--- src/rtl/reg_cmd_sequencer.sv ---
// reg_cmd_sequencer
// Accepts one command at a time over a valid/ready handshake. It then drives
// per-cycle strobes into a downstream 4-bit register that can clear, load,
// increment, decrement and shift.
//
// Optional build macro: SEQ_SAT_EN
//   When defined, inc is held off while reg_q==4'hF and dec is held off while
//   reg_q==4'h0, so the downstream register saturates instead of wrapping.
//   A held-off cycle still counts as one of the N repeats.
//
// state | meaning
// ------+------------------------------------------------------------
// IDLE  | waiting for a command; cmd_ready high
// EXEC  | issuing one strobe per cycle until the repeat count runs out
// DONE  | one-cycle completion pulse on done, then back to IDLE

module reg_cmd_sequencer (
  input  logic       clk,
  input  logic       rst_n,
  input  logic       cmd_valid,
  output logic       cmd_ready,
  input  logic [2:0] cmd_op,
  input  logic [3:0] cmd_data,
  input  logic [1:0] cmd_cnt,
  input  logic       abort,
  input  logic [3:0] reg_q,
  output logic       cl,
  output logic       ld,
  output logic       inc,
  output logic       dec,
  output logic       sr,
  output logic       sl,
  output logic [3:0] ld_data,
  output logic       ir,
  output logic       il,
  output logic       busy,
  output logic       done
);

  localparam logic [2:0] OP_CLR  = 3'd0;
  localparam logic [2:0] OP_LOAD = 3'd1;
  localparam logic [2:0] OP_INC  = 3'd2;
  localparam logic [2:0] OP_DEC  = 3'd3;
  localparam logic [2:0] OP_SHR  = 3'd4;
  localparam logic [2:0] OP_SHL  = 3'd5;
  localparam logic [2:0] OP_ROR  = 3'd6;
  localparam logic [2:0] OP_ROL  = 3'd7;

  typedef enum logic [1:0] {
    IDLE = 2'd0,
    EXEC = 2'd1,
    DONE = 2'd2
  } state_e;

  state_e     state_q, state_d;
  logic [2:0] op_q, op_d;
  logic [3:0] data_q, data_d;
  logic [1:0] cnt_q, cnt_d;

  logic       accept;
  logic       exec_act;
  logic       inc_ok;
  logic       dec_ok;

  // While reset is held the state is already IDLE, so ready is gated by
  // rst_n to keep the handshake closed until reset is released.
  assign cmd_ready = rst_n && (state_q == IDLE);
  assign accept    = cmd_valid && cmd_ready;
  assign busy      = (state_q != IDLE);
  assign done      = (state_q == DONE);
  assign ld_data   = data_q;

  // A strobe is issued only in EXEC; an abort in that cycle cancels it.
  assign exec_act  = (state_q == EXEC) && !abort;

`ifdef SEQ_SAT_EN
  assign inc_ok = (reg_q != 4'hF);
  assign dec_ok = (reg_q != 4'h0);
`else
  assign inc_ok = 1'b1;
  assign dec_ok = 1'b1;
`endif

  // State register
  always_ff @(posedge clk or negedge rst_n) begin
    if (!rst_n) begin
      state_q <= IDLE;
    end else begin
      state_q <= state_d;
    end
  end

  // Latched command fields and remaining-repeat down-counter
  always_ff @(posedge clk or negedge rst_n) begin
    if (!rst_n) begin
      op_q   <= OP_CLR;
      data_q <= 4'h0;
      cnt_q  <= 2'd0;
    end else begin
      op_q   <= op_d;
      data_q <= data_d;
      cnt_q  <= cnt_d;
    end
  end

  // Next-state logic: accept in IDLE, count down in EXEC, pulse in DONE
  always_comb begin
    state_d = state_q;
    op_d    = op_q;
    data_d  = data_q;
    cnt_d   = cnt_q;
    case (state_q)
      IDLE: begin
        if (accept) begin
          op_d    = cmd_op;
          data_d  = cmd_data;
          // CLR and LOAD run exactly once whatever cmd_cnt says.
          cnt_d   = ((cmd_op == OP_CLR) || (cmd_op == OP_LOAD)) ? 2'd0 : cmd_cnt;
          state_d = EXEC;
        end
      end
      EXEC: begin
        if (abort) begin
          state_d = IDLE;
        end else if (cnt_q == 2'd0) begin
          state_d = DONE;
        end else begin
          cnt_d = cnt_q - 2'd1;
        end
      end
      DONE: begin
        state_d = IDLE;
      end
      default: begin
        state_d = IDLE;
      end
    endcase
  end

  // Strobe decode: at most one strobe, chosen by the latched op
  always_comb begin
    cl = 1'b0;
    ld = 1'b0;
    inc = 1'b0;
    dec = 1'b0;
    sr = 1'b0;
    sl = 1'b0;
    ir = 1'b0;
    il = 1'b0;
    if (exec_act) begin
      case (op_q)
        OP_CLR:  cl  = 1'b1;
        OP_LOAD: ld  = 1'b1;
        OP_INC:  inc = inc_ok;
        OP_DEC:  dec = dec_ok;
        OP_SHR:  sr  = 1'b1;
        OP_SHL:  sl  = 1'b1;
        OP_ROR: begin
          sr = 1'b1;
          ir = reg_q[0];
        end
        OP_ROL: begin
          sl = 1'b1;
          il = reg_q[3];
        end
        default: begin
          cl = 1'b0;
        end
      endcase
    end
  end

endmodule

--- config.mk ---
export PLATFORM = sky130hd
export DESIGN_NAME = reg_cmd_sequencer
export DESIGN_NICKNAME = d
export VERILOG_FILES = /design/src/rtl/reg_cmd_sequencer.sv
export SDC_FILE = /design/constraint.sdc
export NUM_CORES = 1
export LEC_CHECK = 0
export CAP_MARGIN = 20
export CELL_PAD_IN_SITES_DETAIL_PLACEMENT = 1
export CELL_PAD_IN_SITES_GLOBAL_PLACEMENT = 1
export CORE_MARGIN = 3
export CORE_UTILIZATION = 26
export CTS_CLUSTER_SIZE = 8
export DETAILED_ROUTE_END_ITERATION = 12
export PLACE_DENSITY = 0.84
export SLEW_MARGIN = 20
export SYNTH_ARGS = -nofsm -noshare
export SYNTH_HDL_FRONTEND = slang
export SYNTH_SLANG_ARGS = --single-unit
--- constraint.sdc ---
create_clock -name clk -period 1.8 [get_ports clk]
set_input_delay 0.45 -clock clk [delete_from_list [all_inputs] [get_ports clk]]
set_output_delay 0.45 -clock clk [all_outputs]
set_load 0.02 [all_outputs]
==> impl_results.md <==
- Antenna-violating nets left: 0
- Final Slew Violations: 0
- Slew HR: 0.835
- Sw Share: 0.359
- Routed WL: 1.70 mm
- Total CTS buffers: 3
- Clock Skew: 0.00310 ns
- CTS tree: yes
- RSZ-0062 raised after global routing: yes
- Critical Setup Path Class: reg -> out
- P&R area growth vs syn: 70.2%
- Mapped Cells: 53
- Net switching power: 401 uW
- Setup crit end kind: output port
- Global Route met3 Usage: 0.0300
- Area leader, netlist: dfrtp_1
- Ant diodes: 0
- Post-DR wirelength/cell: 14.0 microns
- Failing checks: negative setup slack
- Post-CTS Hold Fix Bufs: 0
- Worst setup margin: -0.122 ns
- Syn_nets: 71
- Distinct cells, synth: 25
- Min Tclk post-route: 1.92 ns
- Mapped Area: 608 sq um
- Clock sinks: 11
- Count of final hold-check violations: 0
- Detailed Place HPWL: 1.38 mm
- Register area share after synthesis: 0.453
- Leak pwr: 0.455 nW
- Via count: 570
- Grt met1 use: 0.164
- Die width: 54.4 microns
- Max Clk Rate: 0.520 GHz
- Clock network power share: 0.150
- Synth Warn #: 0
- #FFs+latches synth: 11
- Worst Path Max Fanout: 4
- # setup viols final: 9
- CTS max path bufs: 2
- DR iter-0 viols: 5
- Port-buffer cells: 29
- Synth top area cells: dfrtp_1 (45%), mux2_2 (15%), inv_1 (3.1%)
- R2r worst-path depth: 5
- Worst-Margin Slew: 0.247 ns
- Synth top area share: 0.453
- Met2 usage: 0.239
- DRC: 0
- Vias in the first global route: 636
- Post-CTS setup buffers: 0
- Startpoint types: flop
- GP Congestion: 0.717
- Most Used Layer, Global Route: met2
- DIE HEIGHT: 54.4 microns
- Crit. Startpoint: state_q[1]
- Starting Density: 0.292
- Outcome: finished, violations left
- Drt pass-1 iters: 4
- Worst Path Arrival: 1.47 ns
- Syn avg cell area: 11.5 sq um
- Maximum vdd ir drop: 0.000532 V
- Initial antenna violation count: 0
- Die area: 0.00296 sq mm
- Post-synth EDFFs: 0
- R2R Setup Slk: 0.09 ns
- Reg2reg start: state_q[0]
- Pwr Density: 1080 mW/mm^2
- Asr flop ratio synth: 1.00
- Placed inst area: 0.00100 sq mm
- Clk_lat worst skew: 0.26 ns
- Total of max-cap violations: 0
- GRT overflow: 0
- CP required: 1.35 ns
- Reg2reg end: ld_data[3]
- Share of layout cells above drive strength 1: 0.463
- Flop pwr share: 0.357
- Post-synth top flop: dfrtp_1
- Combinational share of power: 0.493
- Final Cell Area: 0.00103 sq mm
- Worst hold path type: reg -> reg
- Root Buffer Master: clkbuf_4
- Core area: 0.00208 sq mm
- CP Capture Point: il
- Largest net degree at the start of global routing: 14
- Int Power: 716 uW
- Standard-cell rows: 16
- First-pass GRT wire length: 2.86 mm
- Post-route clock period utilization: 1.07
- Num ports: 32
- WHS: 0.513 ns
- Nets: 114
- Mean number of vias per cell: 4.67
- H-tree depth reported by CTS: 1
- Clock transition at the registers of the reported paths: 0.07 ns
- Gr usage total: 0.134
-- layout make-up --
class	instances	area (sq um)
timing repair buffer	38	334
multi-input combinational	37	347
inverter	5	18.8
fill	249	1050
tap	27	33.8
clock buffer	4	26.3
sequential	11	275
-- synth_stat cells (2+ instances only) --
cell type,count
dfrtp_1,11
mux2_2,8
inv_1,5
nor2_1,4
nand2_1,2
nor3_1,2
nor3b_1,2
o21a_1,2
-- sequential cells by signal, indices dropped and copies added (netlist names) --
name,count
cnt_q,2
state_q,2
op_q,3
ld_data,4
-- kinds of logic after synthesis --
kind of cell	share of synthesized area
AO/OA/AOI/OAI	0.0988
flip-flops	0.453
adder cells (fa/ha/maj)	0.0206
AND/OR/NAND/NOR	0.233
multiplexers	0.165
buffers and inverters	0.0309
-- worst min path at each step --
stage,start,to,slack [ns],depth (start not counted)
floorplan,rst_n,cnt_q[0],0.15,0
global placement,ld_data[3],ld_data[3],0.49,1
CTS,rst_n,op_q[0],0.52,2
global route,rst_n,op_q[1],0.53,2
finish,ld_data[2],ld_data[2],0.51,1
detailed placement,ld_data[2],ld_data[2],0.50,1
-- power by group through the flow --
stage / Sequential [mW] / Clock, mW / Combinational [mW]
6_report: 0.399 / 0.168 / 0.551
5_1_grt: 0.413 / 0.191 / 0.605
4_1_cts: 0.399 / 0.178 / 0.561
3_5_place_dp: 0.396 / 0 / 0.552
3_3_place_gp: 0.386 / 0 / 0.535
2_1_floorplan: 0.432 / 0 / 0.247
-- per-layer routing --
layer / share of wire / wire length [microns]
met1: 0.43 / 728
met2: 0.52 / 881
met3: 0.054 / 92
met4: 0 / 0
met5: 0 / 0
-- stage by stage --
stage / utilization / setup WS [ns] / total power [mW] / instances / setup TNS, ns
5_1_grt: 0.497 / -0.186 / 1.21 / 122 / -1.41
4_1_cts: 0.498 / -0.133 / 1.14 / 122 / -0.930
6_report: 0.497 / -0.122 / 1.12 / 122 / -0.606
3_3_place_gp: 0.483 / -0.785 / 0.922 / 118 / -7.76
3_5_place_dp: 0.483 / -0.842 / 0.947 / 118 / -8.15
2_1_floorplan: - / -0.0628 / 0.680 / 53 / -0.214
-- cells in the final DEF, fill, tap and decap left out --
cell type,count
nand2_1,2
or2_2,1
nor2_1,3
buf_6,2
clkbuf_2,1
nor2_2,1
and3_1,1
o2bb2ai_1,1
nand3_1,1
nor3_2,1
and4_1,1
mux2_2,8
mux2i_1,1
nor3b_1,1
or3b_4,2
a21oi_4,1
a221oi_2,1
nand2b_4,1
clkdlybuf4s50_1,17
buf_4,17
dlygate4sd2_1,1
nor3b_2,1
and2b_2,1
nor2_4,1
o21ai_0,1
dfrtp_1,11
nand3b_1,1
inv_1,5
clkbuf_1,1
nor3_4,1
clkbuf_4,3
o21a_1,2
ha_1,1
nor4_2,1
-- worst max-delay path, stage by stage, from the launching register on --
cell	delay [ns]
dfrtp_1	0.38
nand2b_4	0.14
or3b_4	0.40
nor2_2	0.15
buf_6	0.13
-- timing repair --
action                                  4_1_cts  5_1_grt
endpoints found under the setup margin       11       11
pin swaps                                     3        2
gates resized for setup                      62        2
(Power assumes the default switching activity.)
